[config.mk]
export PLATFORM = sky130hd
export DESIGN_NAME = video_sig_gen
export DESIGN_NICKNAME = d
export VERILOG_FILES = /design/src/rtl/video_sig_gen.sv
export SDC_FILE = /design/constraint.sdc
export NUM_CORES = 1
export LEC_CHECK = 0
export BUFFER_PORTS_ARGS = -buffer_cell sky130_fd_sc_hd__buf_2
export CAP_MARGIN = 20
export CORE_MARGIN = 2
export CORE_UTILIZATION = 45
export DETAILED_ROUTE_END_ITERATION = 12
export PLACE_DENSITY = 0.75
export SYNTH_ARGS = -nofsm -noshare
export SYNTH_HDL_FRONTEND = slang
export SYNTH_SLANG_ARGS = --single-unit
[constraint.sdc]
create_clock -name clk_pixel_in -period 4.6 [get_ports clk_pixel_in]
set_input_delay 0 -clock clk_pixel_in [delete_from_list [all_inputs] [get_ports clk_pixel_in]]
set_output_delay 0 -clock clk_pixel_in [all_outputs]
set_load 0.05 [all_outputs]
[src/rtl/video_sig_gen.sv]
// Pixel-timing generator: free-running h/v counters with registered sync,
// active-draw, new-frame strobe and frame counter, all aligned to the counters.
module video_sig_gen #(
    parameter int ACTIVE_H = 1280,
    parameter int H_FP     = 110,
    parameter int H_SYNC   = 40,
    parameter int H_BP     = 220,
    parameter int ACTIVE_V = 720,
    parameter int V_FP     = 5,
    parameter int V_SYNC   = 5,
    parameter int V_BP     = 20,
    parameter int FPS      = 60
) (
    input  logic        clk_pixel_in,
    input  logic        rst_in,
    output logic [10:0] hcount_out,
    output logic [9:0]  vcount_out,
    output logic        hs_out,
    output logic        vs_out,
    output logic        ad_out,
    output logic        nf_out,
    output logic [5:0]  fc_out
);

    localparam int TOTAL_H = ACTIVE_H + H_FP + H_SYNC + H_BP;
    localparam int TOTAL_V = ACTIVE_V + V_FP + V_SYNC + V_BP;
    localparam bit CFG_OK  = (TOTAL_H <= 2048) && (TOTAL_V <= 1024) && (FPS <= 64) && (FPS >= 1);

    // Sync-end constants carry one extra bit so a window ending exactly at 2048/1024 still compares correctly.
    localparam logic [10:0] H_LAST   = 11'(TOTAL_H - 1);
    localparam logic [10:0] H_ACT    = 11'(ACTIVE_H);
    localparam logic [11:0] HS_START = 12'(ACTIVE_H + H_FP);
    localparam logic [11:0] HS_END   = 12'(ACTIVE_H + H_FP + H_SYNC);
    localparam logic [9:0]  V_LAST   = 10'(TOTAL_V - 1);
    localparam logic [9:0]  V_ACT    = 10'(ACTIVE_V);
    localparam logic [10:0] VS_START = 11'(ACTIVE_V + V_FP);
    localparam logic [10:0] VS_END   = 11'(ACTIVE_V + V_FP + V_SYNC);
    localparam logic [5:0]  FC_LAST  = 6'(FPS - 1);

    logic [10:0] h_next;
    logic [9:0]  v_next;
    logic        line_end;
    logic        nf_next;

    always_comb begin
        line_end = (hcount_out == H_LAST);
        h_next   = line_end ? 11'd0 : hcount_out + 11'd1;
        v_next   = vcount_out;
        if (line_end) begin
            v_next = (vcount_out == V_LAST) ? 10'd0 : vcount_out + 10'd1;
        end
        nf_next = (h_next == H_ACT) && (v_next == V_ACT);
    end

    // NOTE: flags are decoded from the *next* counter values and registered on
    // the same edge as the counters, so flags and counters never skew.
    always_ff @(posedge clk_pixel_in) begin
        assert (CFG_OK) else $error("video_sig_gen: timing parameters out of range");
        if (rst_in) begin
            hcount_out <= H_LAST;
            vcount_out <= V_LAST;
            hs_out     <= 1'b0;
            vs_out     <= 1'b0;
            ad_out     <= 1'b0;
            nf_out     <= 1'b0;
            fc_out     <= 6'd0;
        end else begin
            // NOTE: non-blocking assignments keep every register updating from pre-edge values.
            hcount_out <= h_next;
            vcount_out <= v_next;
            ad_out     <= (h_next < H_ACT) && (v_next < V_ACT);
            hs_out     <= ({1'b0, h_next} >= HS_START) && ({1'b0, h_next} < HS_END);
            vs_out     <= ({1'b0, v_next} >= VS_START) && ({1'b0, v_next} < VS_END);
            nf_out     <= nf_next;
            if (nf_next) begin
                fc_out <= (fc_out == FC_LAST) ? 6'd0 : fc_out + 6'd1;
            end
        end
    end

endmodule

* Word-level counts from Yosys, hierarchy flattened
Index checks and enable logic that the tools add are counted.
** Cells by class
- Add/subtract/negate cells :: 3
- Magnitude comparators :: 6
- Eq/ne operators :: 5
- Multiplexer cells :: 4
- Reductions and logical operators :: 4
** Operator list (count)
- 11-bit == test, second input constant :: 2
- 11-bit less-than comparator, second input constant :: 2
- 10-bit == test, second input constant :: 2
- 10-bit less-than comparator, second input constant :: 2
- 10-bit two-way mux :: 2
- 11-bit by 1-bit adder with 11-bit output, second input constant :: 1
- 11-bit greater-or-equal comparator, second input constant :: 1
- 11-bit two-way mux :: 1
- 10-bit by 1-bit adder with 10-bit output, second input constant :: 1
- 10-bit greater-or-equal comparator, second input constant :: 1
- 6-bit by 1-bit adder with 6-bit output, second input constant :: 1
- 6-bit == test, second input constant :: 1
- 6-bit two-way mux :: 1
- 1-bit logical AND :: 4
** Storage, ports and cells
- Register bits after elaboration :: 31
- Input port bits :: 2
- Output and inout bits :: 31
- Logic and storage cells :: 29

* Depth between registers and ports, before layout
- Depth in word-level cells :: 5
- Mapped depth :: 10
- Depth with buffers taken out :: 9

* Least setup slack after synthesis
No wires, ideal clock.
- Path kind :: register to register
- Start point :: reg hcount_out[4]
- End point :: reg fc_out[1]
- Arrival time :: 3.126 ns
- Setup slack :: 1.343 ns
- Stages on the path, launching flop included :: 10
- Cell sequence :: dfxtp_1 > buf_6 > or4b_4 > or3_1 > buf_6 > or3_4 > o21ba_4 > or4_4 > o31ai_2 > a21oi_1
** On the way
- Cells in the longest elaborated chain, start to end :: 4
- Elaborated cells on any way between the ends :: 7
- Classes of those cells :: add/sub: 1; eq/ne: 3; mux: 2; reduce/logical: 1
** RTL lines
- from (decl) :: RTL line 16 : output logic [10:0] hcount_out,
- from (signal assigned) :: RTL line 69 : hcount_out <= h_next;
- 11-bit by 1-bit adder with 11-bit output or 11-bit == test (tied branches) :: RTL line 47, 46
- 11-bit two-way mux or 10-bit two-way mux (tied branches) :: RTL line 47, 49
- 11-bit == test or 10-bit == test (tied branches) :: RTL line 52 : nf_next = (h_next == H_ACT) && (v_next == V_ACT);
- 1-bit logical AND (*) :: RTL line 52
- to (signal assigned) :: RTL line 76 : fc_out <= (fc_out == FC_LAST) ? 6'd0 : fc_out + 6'd1;
- to (decl) :: RTL line 22 : output logic [5:0] fc_out
Every way passes the cells marked *; elsewhere a longest branch is shown, timed or not.
A chain may end at the register's enable or synchronous reset.

* Worst setup path after layout
- Start point :: reg hcount_out[3]
- End point :: reg fc_out[1]
Same word-level chain as after synthesis.

==> run_results.csv <==
group,metric,value,unit
status,outcome,"completed",
yosys,syn_inst,244,
floorplan,core.rowCount,24,
final_layout,finalNetCount,277,
yosys,postSynth.asyncResetShare,0,
drt,firstDrtPassIters,4,
global_route,grt_pass1_vias,1776,
floorplan,die-area,4940,um^2
yosys,synth_area,1980,um^2
drt,first_iter_violations,226,
worst_setup_path,crit_family,"simple AND/OR/NAND/NOR gates",
sta,setup_viol,0,
floorplan,ioPinCount,33,
sta,timing.final.max_slew_violations,0,
final_layout,final_area,2260,um^2
final_layout,layout-drive-gt1-share,0.188,
yosys,synth_enable_flop_cells,0,
min_path,min_path_type,"input pin to flip-flop",
clock_tree,clk_latency,0.28,ns
drt,drc,0,
yosys,synth_flop_cell,"dfxtp_1",
floorplan,initial_core_util,0.461,
sta,holdWs,0.178,ns
worst_setup_path,critPathMaxStageDelay,0.60,ns
worst_setup_path,critPathMaxFanout,18,
sta,finClkSkew,0.0110,ns
power_and_ir_drop,clkPwrFrac,0.155,
power_and_ir_drop,internal-power,0.874,mW
sta,hold_viol_final,0,
yosys,ys_top_cells_by_area,"dfxtp_1, nor3_1, nand3_1, xnor2_1, nor2_1",
global_route,grt_usage,0.208,
clock_tree,cts_tree,"built",
sta,min_period_over_period,0.721,
power_and_ir_drop,power_frac_seq,0.256,
yosys,synth-seq-area-share,0.314,
worst_setup_path,slowest_stage,"or4b_4",
clock_tree,cts_resized,0,
worst_setup_path,critPathCaptureType,"flip-flop",
placement,numPortBuffers,32,
yosys,avgSynthCellArea,8.11,um^2
clock_tree,htreeDepth,2,
sta,rsz0062_at_grt,"no",
yosys,ys_seq_elements,31,
power_and_ir_drop,leakage,0.871,nW
floorplan,die_h,70.3,um
clock_tree,cts_setup_buffers,0,
drt,vias,1935,
power_and_ir_drop,p_switching,0.948,mW
power_and_ir_drop,switching_share,0.520,
floorplan,core_area,4290,um^2
global_route,antenna_found_initial,0,
clock_tree,clockBufferDepth,2,
clock_tree,cts_hold_buf,0,
power_and_ir_drop,max-vdd-ir-drop,397,uV
global_route,grt_pass1_wl,8.40,mm
yosys,yosys_warnings,0,
worst_setup_path,worst-path-buf-inv,0,
sta,worst_pin_slew,0.647,ns
final_layout,area_growth_syn_to_layout,14.3,%
worst_setup_path,arrival,3.47,ns
worst_setup_path,worstSetupPathType,"flip-flop to flip-flop",
placement,place_area,2140,um^2
floorplan,die_width,70.3,um
yosys,yosysTopAreaCell,"dfxtp_1",
clock_tree,clkSinkCount,31,
worst_setup_path,cp.required,4.75,ns
yosys,syn_nets,251,
yosys,synth_top_cell_area_share,0.314,
global_route,grt_max_degree,33,
sta,clock.fmax,302,MHz
sta,timing.setup.tns,0,ns
sta,period_minus_slack,3.32,ns
power_and_ir_drop,comb_power_share,0.589,
final_layout,antenna_cells,0,
sta,maxSlewHeadroom,0.566,
placement,gp_congestion,0.898,
run,maxCapViolations,0,
power_and_ir_drop,pwr_density_cell,805,nW/um^2
drt,wl_per_cell,15.2,um
drt,routed_wl,4.90,mm
worst_setup_path,worst_setup_path_start_kind,"flip-flop",
clock_tree,cts_inserted_buffers,5,
worst_setup_path,crit_chain,"or4b_4, or3_1, nor4_1, o21ai_0, or4_4, o31ai_2, a21oi_1",
power_and_ir_drop,power,1.82,mW
drt,via_per_inst,5.99,
global_route,grt-ovfl-total,0,
clock_tree,path_clk_slew,0.07,ns
clock_tree,root_buffer,"clkbuf_8",
drt,antenna_left,0,
yosys,synth_cell_type_count,56,
placement,dp_hpwl,3.52,mm
## kinds of logic after synthesis
kind of cell	synth area share
compound gates	0.220
fa+ha+maj	0.0316
buf+inv	0.0474
mux	0.0101
xor+xnor	0.0575
flops	0.314
simple gates	0.320
## power groups by stage
stage | Combinational [mW] | Clock, mW | Sequential, mW
global placement | 1.05 | 0 | 0.467
global route | 1.18 | 0.297 | 0.484
finish | 1.07 | 0.283 | 0.466
floorplan | 0.690 | 0 | 0.634
detailed placement | 1.06 | 0 | 0.470
CTS | 1.07 | 0.287 | 0.463
## sequential cells by signal, summed over array words and instances (netlist names)
name,flops
vcount_out,10
hcount_out,11
hs_out,1
ad_out,1
vs_out,1
nf_out,1
fc_out,6
## worst paths after layout
check | to | startpoint | cells after the start | slack, ns
worst max-delay path | fc_out[1] | hcount_out[3] | 7 | 1.28
worst min-delay path | vcount_out[1] | rst_in | 2 | 0.18
worst max register to register | fc_out[1] | hcount_out[3] | 7 | 1.28
worst min register to register | fc_out[1] | fc_out[1] | 2 | 0.52
## worst register-to-register path, cell delays in order (launching register included)
cell	delay, ns
dfxtp_1	0.44
or4b_4	0.60
or3_1	0.56
nor4_1	0.49
o21ai_0	0.25
or4_4	0.57
o31ai_2	0.18
a21oi_1	0.09
## Yosys cell counts, types with 5 or more instances
master    number
nor3_1        15
o21ai_0       12
inv_1          7
clkbuf_1      11
xor2_1         5
a21o_1         5
nand2_1       13
dfxtp_1       31
xnor2_1        8
and3_1         6
nand2b_1       8
nor2_1        17
nand3_1       14
a21oi_1        8
nand4_1        5
ha_1           5
nor4_1         5
## layout by cell type (no fill, tap or decap), types with 7 or more instances in the layout
master	n
nand2_1	13
nand3_1	14
inv_1	7
a21oi_1	8
nor2_1	17
xnor2_1	8
dfxtp_1	31
nand2b_1	8
buf_2	32
o21ai_0	12
nor3_1	15
## final cells by class
type / instances / area (um^2)
Tap cell: 52 / 65.1
Clock buffer: 6 / 82.6
Clock inverter: 2 / 35.0
Inverter: 7 / 26.3
Sequential cell: 31 / 621
Timing Repair Buffer: 33 / 168
Multi-Input combinational cell: 192 / 1260
Fill cell: 414 / 2030
## per-layer routing
metal	global-route usage	part of all wire
met1	0.283	0.48
met2	0.326	0.46
met3	0.0418	0.044
met4	0.0748	0.0098
met5	0	0
## through the flow
step / setup WS [ns] / util / std cells
floorplan: 1.34 / - / 244
global placement: 1.39 / 0.499 / 315
detailed placement: 1.31 / 0.499 / 315
CTS: 1.29 / 0.527 / 323
global route: 0.992 / 0.527 / 323
finish: 1.28 / 0.527 / 323
Power figures use the tool's default switching activity.
